===== src/rtl/pipeline_stall_ctrl_pkg.sv =====
// pipe_ctrl_pkg: shared state encoding and instruction field positions for the stall controller
package pipe_ctrl_pkg;
    typedef enum logic [1:0] {RUN, MEM_WAIT, HUNG} state_e;
    localparam int RS_MSB = 25;
    localparam int RS_LSB = 21;
    localparam int RT_MSB = 20;
    localparam int RT_LSB = 16;
endpackage


===== src/rtl/pipeline_stall_ctrl_if.sv =====
// pipeline_stall_ctrl_if: hazard inputs and pipeline enables between the datapath and the stall controller
interface pipeline_stall_ctrl_if #(parameter int CNT_W = 16);
    logic             IDEX_MemRead_i;
    logic [4:0]       IDEX_RegisterRt_i;
    logic [31:0]      instr_i;
    logic             branch_taken_i;
    logic             mem_req_i;
    logic             mem_ack_i;
    logic             PCWrite_o;
    logic             IFIDWrite_o;
    logic             IFIDFlush_o;
    logic             IDEXBubble_o;
    logic             pipe_hold_o;
    logic             timeout_o;
    logic [CNT_W-1:0] stall_cnt_o;
    modport master (
        output IDEX_MemRead_i, IDEX_RegisterRt_i, instr_i, branch_taken_i, mem_req_i, mem_ack_i,
        input  PCWrite_o, IFIDWrite_o, IFIDFlush_o, IDEXBubble_o, pipe_hold_o, timeout_o, stall_cnt_o
    );
    modport slave (
        input  IDEX_MemRead_i, IDEX_RegisterRt_i, instr_i, branch_taken_i, mem_req_i, mem_ack_i,
        output PCWrite_o, IFIDWrite_o, IFIDFlush_o, IDEXBubble_o, pipe_hold_o, timeout_o, stall_cnt_o
    );
endinterface


===== src/rtl/pipeline_stall_ctrl_load_use_detect.sv =====
// load_use_detect: flags an ID instruction that reads the register a load in EX is about to write
module load_use_detect
    import pipe_ctrl_pkg::*;
(
    input  logic        IDEX_MemRead,
    input  logic [4:0]  IDEX_RegisterRt,
    input  logic [31:0] instr,
    output logic        lu
);
    logic unused_bits;
    assign unused_bits = ^{instr[31:26], instr[15:0]};
    // r0 is hardwired to zero, so a load into it never creates a hazard
    assign lu = IDEX_MemRead && IDEX_RegisterRt != 5'd0 &&
                (IDEX_RegisterRt == instr[RS_MSB:RS_LSB] || IDEX_RegisterRt == instr[RT_MSB:RT_LSB]);
endmodule


===== src/rtl/pipeline_stall_ctrl.sv =====
// pipeline_stall_ctrl: merges memory-wait, load-use and branch hazards into pipeline enables
// with a memory watchdog and a saturating stall counter
module pipeline_stall_ctrl
    import pipe_ctrl_pkg::*;
#(
    parameter int CNT_W    = 16,
    parameter int MAX_WAIT = 255,
    parameter int WAIT_W   = 8
) (
    input  logic                 clk_i,
    input  logic                 rst_i,
    pipeline_stall_ctrl_if.slave bus
);
    state_e            state;
    logic [WAIT_W-1:0] wait_cnt;
    logic              lu;
    logic              mem_hold;
    logic              run_ok;
    load_use_detect u_lud (
        .IDEX_MemRead    (bus.IDEX_MemRead_i),
        .IDEX_RegisterRt (bus.IDEX_RegisterRt_i),
        .instr           (bus.instr_i),
        .lu              (lu)
    );
    // an ack releases the hold in the same cycle, letting ID hazards be judged immediately
    assign mem_hold = (state == MEM_WAIT) ? !bus.mem_ack_i
                                          : state == RUN && bus.mem_req_i && !bus.mem_ack_i;
    assign run_ok            = !rst_i && state != HUNG && !mem_hold;
    assign bus.PCWrite_o     = run_ok && !lu;
    assign bus.IFIDWrite_o   = run_ok && !lu;
    assign bus.IFIDFlush_o   = run_ok && !lu && bus.branch_taken_i;
    assign bus.IDEXBubble_o  = rst_i || (run_ok && lu);
    assign bus.pipe_hold_o   = !run_ok;
    always_ff @(posedge clk_i or posedge rst_i) begin
        if (rst_i) begin
            state           <= RUN;
            wait_cnt        <= '0;
            bus.timeout_o   <= 1'b0;
            bus.stall_cnt_o <= '0;
        end else begin
            if (!bus.PCWrite_o && bus.stall_cnt_o != '1)
                bus.stall_cnt_o <= bus.stall_cnt_o + 1'b1;
            if (state == RUN && mem_hold) begin
                state    <= MEM_WAIT;
                wait_cnt <= WAIT_W'(1);
            end else if (state == MEM_WAIT) begin
                if (bus.mem_ack_i) begin
                    state    <= RUN;
                    wait_cnt <= '0;
                end else if (wait_cnt == WAIT_W'(MAX_WAIT)) begin
                    state         <= HUNG;
                    bus.timeout_o <= 1'b1;
                end else begin
                    wait_cnt <= wait_cnt + 1'b1;
                end
            end
        end
    end
endmodule


===== src/flat_wrapper.sv =====
// flat-port wrapper written by rule: the top's interface ports become plain ports
module pipeline_stall_ctrl_flat import pipe_ctrl_pkg::*;
#(
    parameter int CNT_W    = 16,
    parameter int MAX_WAIT = 255,
    parameter int WAIT_W   = 8
)
  (clk_i, rst_i, bus_IDEX_MemRead_i, bus_IDEX_RegisterRt_i, bus_instr_i, bus_branch_taken_i, bus_mem_req_i, bus_mem_ack_i, bus_PCWrite_o, bus_IFIDWrite_o, bus_IFIDFlush_o, bus_IDEXBubble_o, bus_pipe_hold_o, bus_timeout_o, bus_stall_cnt_o);
  pipeline_stall_ctrl_if #(.CNT_W(CNT_W)) bus_i ();
  input  logic clk_i;
  input  logic rst_i;
  input wire logic [$bits(bus_i.IDEX_MemRead_i)-1:0] bus_IDEX_MemRead_i;
  input wire logic [$bits(bus_i.IDEX_RegisterRt_i)-1:0] bus_IDEX_RegisterRt_i;
  input wire logic [$bits(bus_i.instr_i)-1:0] bus_instr_i;
  input wire logic [$bits(bus_i.branch_taken_i)-1:0] bus_branch_taken_i;
  input wire logic [$bits(bus_i.mem_req_i)-1:0] bus_mem_req_i;
  input wire logic [$bits(bus_i.mem_ack_i)-1:0] bus_mem_ack_i;
  output wire logic [$bits(bus_i.PCWrite_o)-1:0] bus_PCWrite_o;
  output wire logic [$bits(bus_i.IFIDWrite_o)-1:0] bus_IFIDWrite_o;
  output wire logic [$bits(bus_i.IFIDFlush_o)-1:0] bus_IFIDFlush_o;
  output wire logic [$bits(bus_i.IDEXBubble_o)-1:0] bus_IDEXBubble_o;
  output wire logic [$bits(bus_i.pipe_hold_o)-1:0] bus_pipe_hold_o;
  output wire logic [$bits(bus_i.timeout_o)-1:0] bus_timeout_o;
  output wire logic [$bits(bus_i.stall_cnt_o)-1:0] bus_stall_cnt_o;
  assign bus_i.IDEX_MemRead_i = bus_IDEX_MemRead_i;
  assign bus_i.IDEX_RegisterRt_i = bus_IDEX_RegisterRt_i;
  assign bus_i.instr_i = bus_instr_i;
  assign bus_i.branch_taken_i = bus_branch_taken_i;
  assign bus_i.mem_req_i = bus_mem_req_i;
  assign bus_i.mem_ack_i = bus_mem_ack_i;
  assign bus_PCWrite_o = bus_i.PCWrite_o;
  assign bus_IFIDWrite_o = bus_i.IFIDWrite_o;
  assign bus_IFIDFlush_o = bus_i.IFIDFlush_o;
  assign bus_IDEXBubble_o = bus_i.IDEXBubble_o;
  assign bus_pipe_hold_o = bus_i.pipe_hold_o;
  assign bus_timeout_o = bus_i.timeout_o;
  assign bus_stall_cnt_o = bus_i.stall_cnt_o;
  pipeline_stall_ctrl #(.CNT_W(CNT_W), .MAX_WAIT(MAX_WAIT), .WAIT_W(WAIT_W)) u_core (.clk_i(clk_i), .rst_i(rst_i), .bus(bus_i));
endmodule

===== config.mk =====
export PLATFORM = sky130hd
export DESIGN_NAME = pipeline_stall_ctrl_flat
export DESIGN_NICKNAME = d
export VERILOG_FILES = /design/src/rtl/pipeline_stall_ctrl_pkg.sv /design/src/rtl/pipeline_stall_ctrl_if.sv /design/src/rtl/pipeline_stall_ctrl_load_use_detect.sv /design/src/rtl/pipeline_stall_ctrl.sv /design/src/flat_wrapper.sv
export SDC_FILE = /design/constraint.sdc
export NUM_CORES = 1
export LEC_CHECK = 0
export BUFFER_PORTS_ARGS = -buffer_cell sky130_fd_sc_hd__buf_2
export CAP_MARGIN = 20
export CORE_MARGIN = 10
export CORE_UTILIZATION = 45
export DETAILED_ROUTE_END_ITERATION = 6
export GPL_TIMING_DRIVEN = 0
export MAX_ROUTING_LAYER = met4
export PLACE_DENSITY = 0.76
export SYNTH_ARGS = -nofsm -noshare
export SYNTH_HDL_FRONTEND = slang
export SYNTH_SLANG_ARGS = --single-unit
export TNS_END_PERCENT = 10

===== constraint.sdc =====
create_clock -name clk_i -period 3.39 [get_ports clk_i]
set_input_delay 0.8475 -clock clk_i [delete_from_list [all_inputs] [get_ports clk_i]]
set_output_delay 0.8475 -clock clk_i [all_outputs]
set_load 0.05 [all_outputs]

==> summary.txt <==
Outcome
  – Result of the run: finished clean

GRT
  – Most crowded layer after global routing: met2
  – Met3 demand-to-capacity share in global routing: under 10%
  – Number of antenna violations at the first check in global routing: 0
  – First-pass GRT wire length: around 5.4 mm
  – Total GRT Usage: between 10% and 20%
  – Maximum number of pins on one net before global-route repair: 29
  – Met1 capacity usage during global routing: between 10 and 15%
  – Overflow left after global routing: 0
  – Vias in the first global route: about 1300
  – GRT met2 Usage: between 10% and 20%

CTS
  – Clock input transition at the sequential cells of the worst setup and hold paths: 0.16 ns
  – Post-CTS setup buffer count: 0
  – CTS buffer count: 3
  – Maximum clock path buffer count: 2
  – Total of cells resized after clock tree synthesis: 0
  – TritonCTS Sinks: 27
  – Max H-tree Level: 1
  – Cell chosen for the clock root: clkbuf_4
  – Number of hold buffers added after cts: 0
  – Clock Latency Late Sink: 0.33 ns
  – Clock tree from TritonCTS: built

Pwr
  – Flop pwr share: 39.5%
  – Net switching fraction of the power: 51.7%
  – Worst vdd ir: 0.260 mV
  – Clk network pwr share: 11.4%
  – Psw: 0.000660 W
  – Power per Cell Area: 680 nW/um^2
  – P_int: about 0.00062 W
  – Pleak: 0.844 nW
  – Relative contribution of combinational cells to total power: 49.2%

Placement
  – Global placement routability congestion: 0.823
  – Post-placement cell area: ~1800 um^2
  – Detail Placement HPWL: 2.60 mm
  – Instance count after placement with tap cells included: ~250
  – Number of input and output port buffers inserted: 42

Route
  – Avg WL per Cell: 12.5 um
  – Routed vias/inst: 5.02
  – Post-detailed-routing wire length: 3.22 mm
  – Number of nets with antenna violations after detailed routing: 0
  – Initial DRC Count: 39
  – Router iterations before antenna repair: 4
  – Overall via count from detail_route: 1289
  – Remaining routing DRC violations: 0

Floorplan
  – I/O pin cnt: 65
  – # rows: 21
  – Die Footprint: 6240 um^2
  – Die boundary width: 79.0 um
  – Initial core utilization: 46.9%
  – Die Y-Extent: 79.0 um
  – Core ar.: approximately 3300 um^2

Critical path
  – Cell type with the highest occurrence count on the critical path: buf_2
  – Reg-to-reg setup timing slack: 1.40 ns
  – Number of buffer and inverter stages on the critical path: 2
  – Largest driver fanout on the critical path: 6
  – Cell family contributing the most delay on the critical path: simple AND/OR/NAND/NOR gates
  – Critical Path, Cell by Cell: buf_2 > or4_1 > o21a_2 > a21oi_4 > and2_1 > buf_2
  – Launching element type of the critical path: input port
  – Critical-path cell with the highest stage delay: or4_1
  – WP data arrival: 2.39 ns
  – Required time worst endpoint: approximately 2.5 ns
  – Peak per-stage delay on the critical path: between 0.5 and 0.6 ns
  – Worst setup path class: in -> out
  – Critical path endpoint category: output pin

Yosys
  – Main combinational cell family by area after synthesis: simple AND/OR/NAND/NOR gates
  – Fraction of synthesis flops using an asynchronous set or reset pin: 100%
  – Avg Inst Size Synth: 9.54 um^2
  – Area fraction in and, or, nand and nor cells after synthesis: 26.3%
  – Most frequently used cell type in the post-synthesis netlist: nor2_1
  – Fraction of the mapped netlist area in compound gates: 9.67%
  – Most frequent cells after synthesis: nor2_1 (30), dfrtp_1 (27), nand2_1 (17)
  – Largest cells by area after synthesis: dfrtp_1 (43%), xnor2_1 (7.8%), xor2_1 (7.8%)
  – Mapped Cells: 164
  – Top flip-flop cell by instance count after synthesis: dfrtp_1
  – Cell taking the most area after synthesis: dfrtp_1
  – Synth Area in Adders: 1.60%
  – Portion of the post-synthesis area used by sequential elements: between 40% and 50%
  – Count of cell types in the netlist: 38
  – Top cell type's share of synthesized area: between 40% and 50%
  – Post-Syn Area: between 1500 and 2000 um^2
  – Multiplexer share of the synthesized area: 1.44%
  – Flip-flop and latch count after synthesis: 27
  – Number of enable flip-flop cells after synthesis: 0
  – Parity-gate share of the synthesized area counting xor and xnor cells: around 16%
  – Yosys warning count: 0
  – Post-Syn Nets: 209

Cells and area
  – Final Non-Filler Cells: ~260
  – Count of fill cells added during filler insertion: 325
  – Post-layout net count: 257
  – Number of antenna cells inserted: 0
  – Layout-stage area growth over the synthesis result: 20.0%
  – Fraction of layout cells with a size suffix above 1: 29.4%
  – Core utilization of the finished layout: 56.3%
  – Post-Layout Inst Area: roughly 1900 um^2

Timing
  – Slew headroom: 60.4%
  – Minimum clock period after layout: 3.24 ns
  – Final hold violation count: 0
  – Final worst-path cycle share: a little over nine tenths
  – Unrepaired setup endpoints after global routing: no
  – Post-Route Skew: 0.0147 ns
  – Max Transition Viols Final: 0
  – Final number of setup-violating endpoints: 0
  – Max Freq: 309 MHz
  – Actual transition at the worst max-transition pin: 0.594 ns

Hold path
  – HP Class: reg -> reg

Job
  – Max-cap violation count: 0
## stage by stage
step,hold WS [ns],worst slack [ns],setup TNS (ns),total power [W]
floorplan,0.483,-0.0301,-0.0301,0.000988
global placement,0.459,0.151,0,0.00114
detailed placement,0.460,0.143,0,0.00115
CTS,0.496,0.140,0,0.00129
global route,0.519,0.0844,0,0.00136
finish,0.496,0.153,0,0.00128
## worst register-to-register path, delay by kind of cell (launching register included)
family | cells | cell delay, ns
buffers and inverters | 1 | 0.17
adders and majority gates | 1 | 0.21
and+or+nand+nor | 4 | 0.74
AOI/OAI and AO/OA | 1 | 0.22
xor gates and xnor gates | 1 | 0.14
DFF | 1 | 0.43
## final timing paths
check	to	start	cells after the start
max	bus_IFIDFlush_o	bus_IDEX_RegisterRt_i[1]	6
min reg2reg	u_core.bus.stall_cnt_o[14]	u_core.bus.stall_cnt_o[14]	1
min	u_core.bus.stall_cnt_o[14]	u_core.bus.stall_cnt_o[14]	1
min in group asynchronous	u_core.wait_cnt[4]	rst_i	2
max reg2reg	u_core.bus.stall_cnt_o[5]	u_core.bus.stall_cnt_o[0]	8
max in group asynchronous	u_core.wait_cnt[2]	rst_i	3
## state kept, by name (all words and copies together), names as in the netlist
name                    cells
u_core.state                2
u_core.bus.timeout_o        1
u_core.bus.stall_cnt_o     16
u_core.wait_cnt             8
## power groups by stage
stage	Combinational, W	Sequential (W)	Clock (W)
3_3_place_gp	0.000626	0.000512	0
2_1_floorplan	0.000193	0.000795	0
3_5_place_dp	0.000634	0.000514	0
4_1_cts	0.000636	0.000507	0.000152
6_report	0.000628	0.000504	0.000145
5_1_grt	0.000672	0.000519	0.000166
## placed cells by master, fill, tap and decap left out, types with 3 or more instances in the layout
| cell | instances |
|---|---|
| inv_1 | 4 |
| nor3_1 | 7 |
| nand3_1 | 12 |
| nand4_1 | 4 |
| nand2_1 | 17 |
| nor2_1 | 30 |
| clkbuf_4 | 3 |
| xor2_1 | 14 |
| dfrtp_1 | 27 |
| xnor2_1 | 14 |
| buf_2 | 42 |
## cells by family (layout without fill, tap and decap cells)
family | Yosys count | after routing
AND/OR/NAND/NOR | 84 | 84
multiplexers | 2 | 2
flip-flops | 27 | 27
XOR/XNOR | 28 | 28
adder cells (fa/ha/maj) | 2 | 2
AO/OA/AOI/OAI | 15 | 15
buffers and inverters | 6 | 53
## area by class of cell
class	count	area (um^2)	area share, %
plain buffers	2	18.8	0.999
clock buffers	3	22.5	1.20
clock inverters	1	7.51	0.400
inverters	4	15.0	0.799
multi-input cells	131	856	45.6
flip-flops and latches	27	676	36.0
well taps	46	57.6	3.06
repair buffers	43	225	12.0
## layer usage
layer / vias to the layer above / routed length (um)
met2: 19 / 1690
met3: 2 / 164
met4: 0 / 14
met5: - / 0
met1: 613 / 1360
li1: 655 / -
Note: power is estimated with default switching activity, not from simulation.
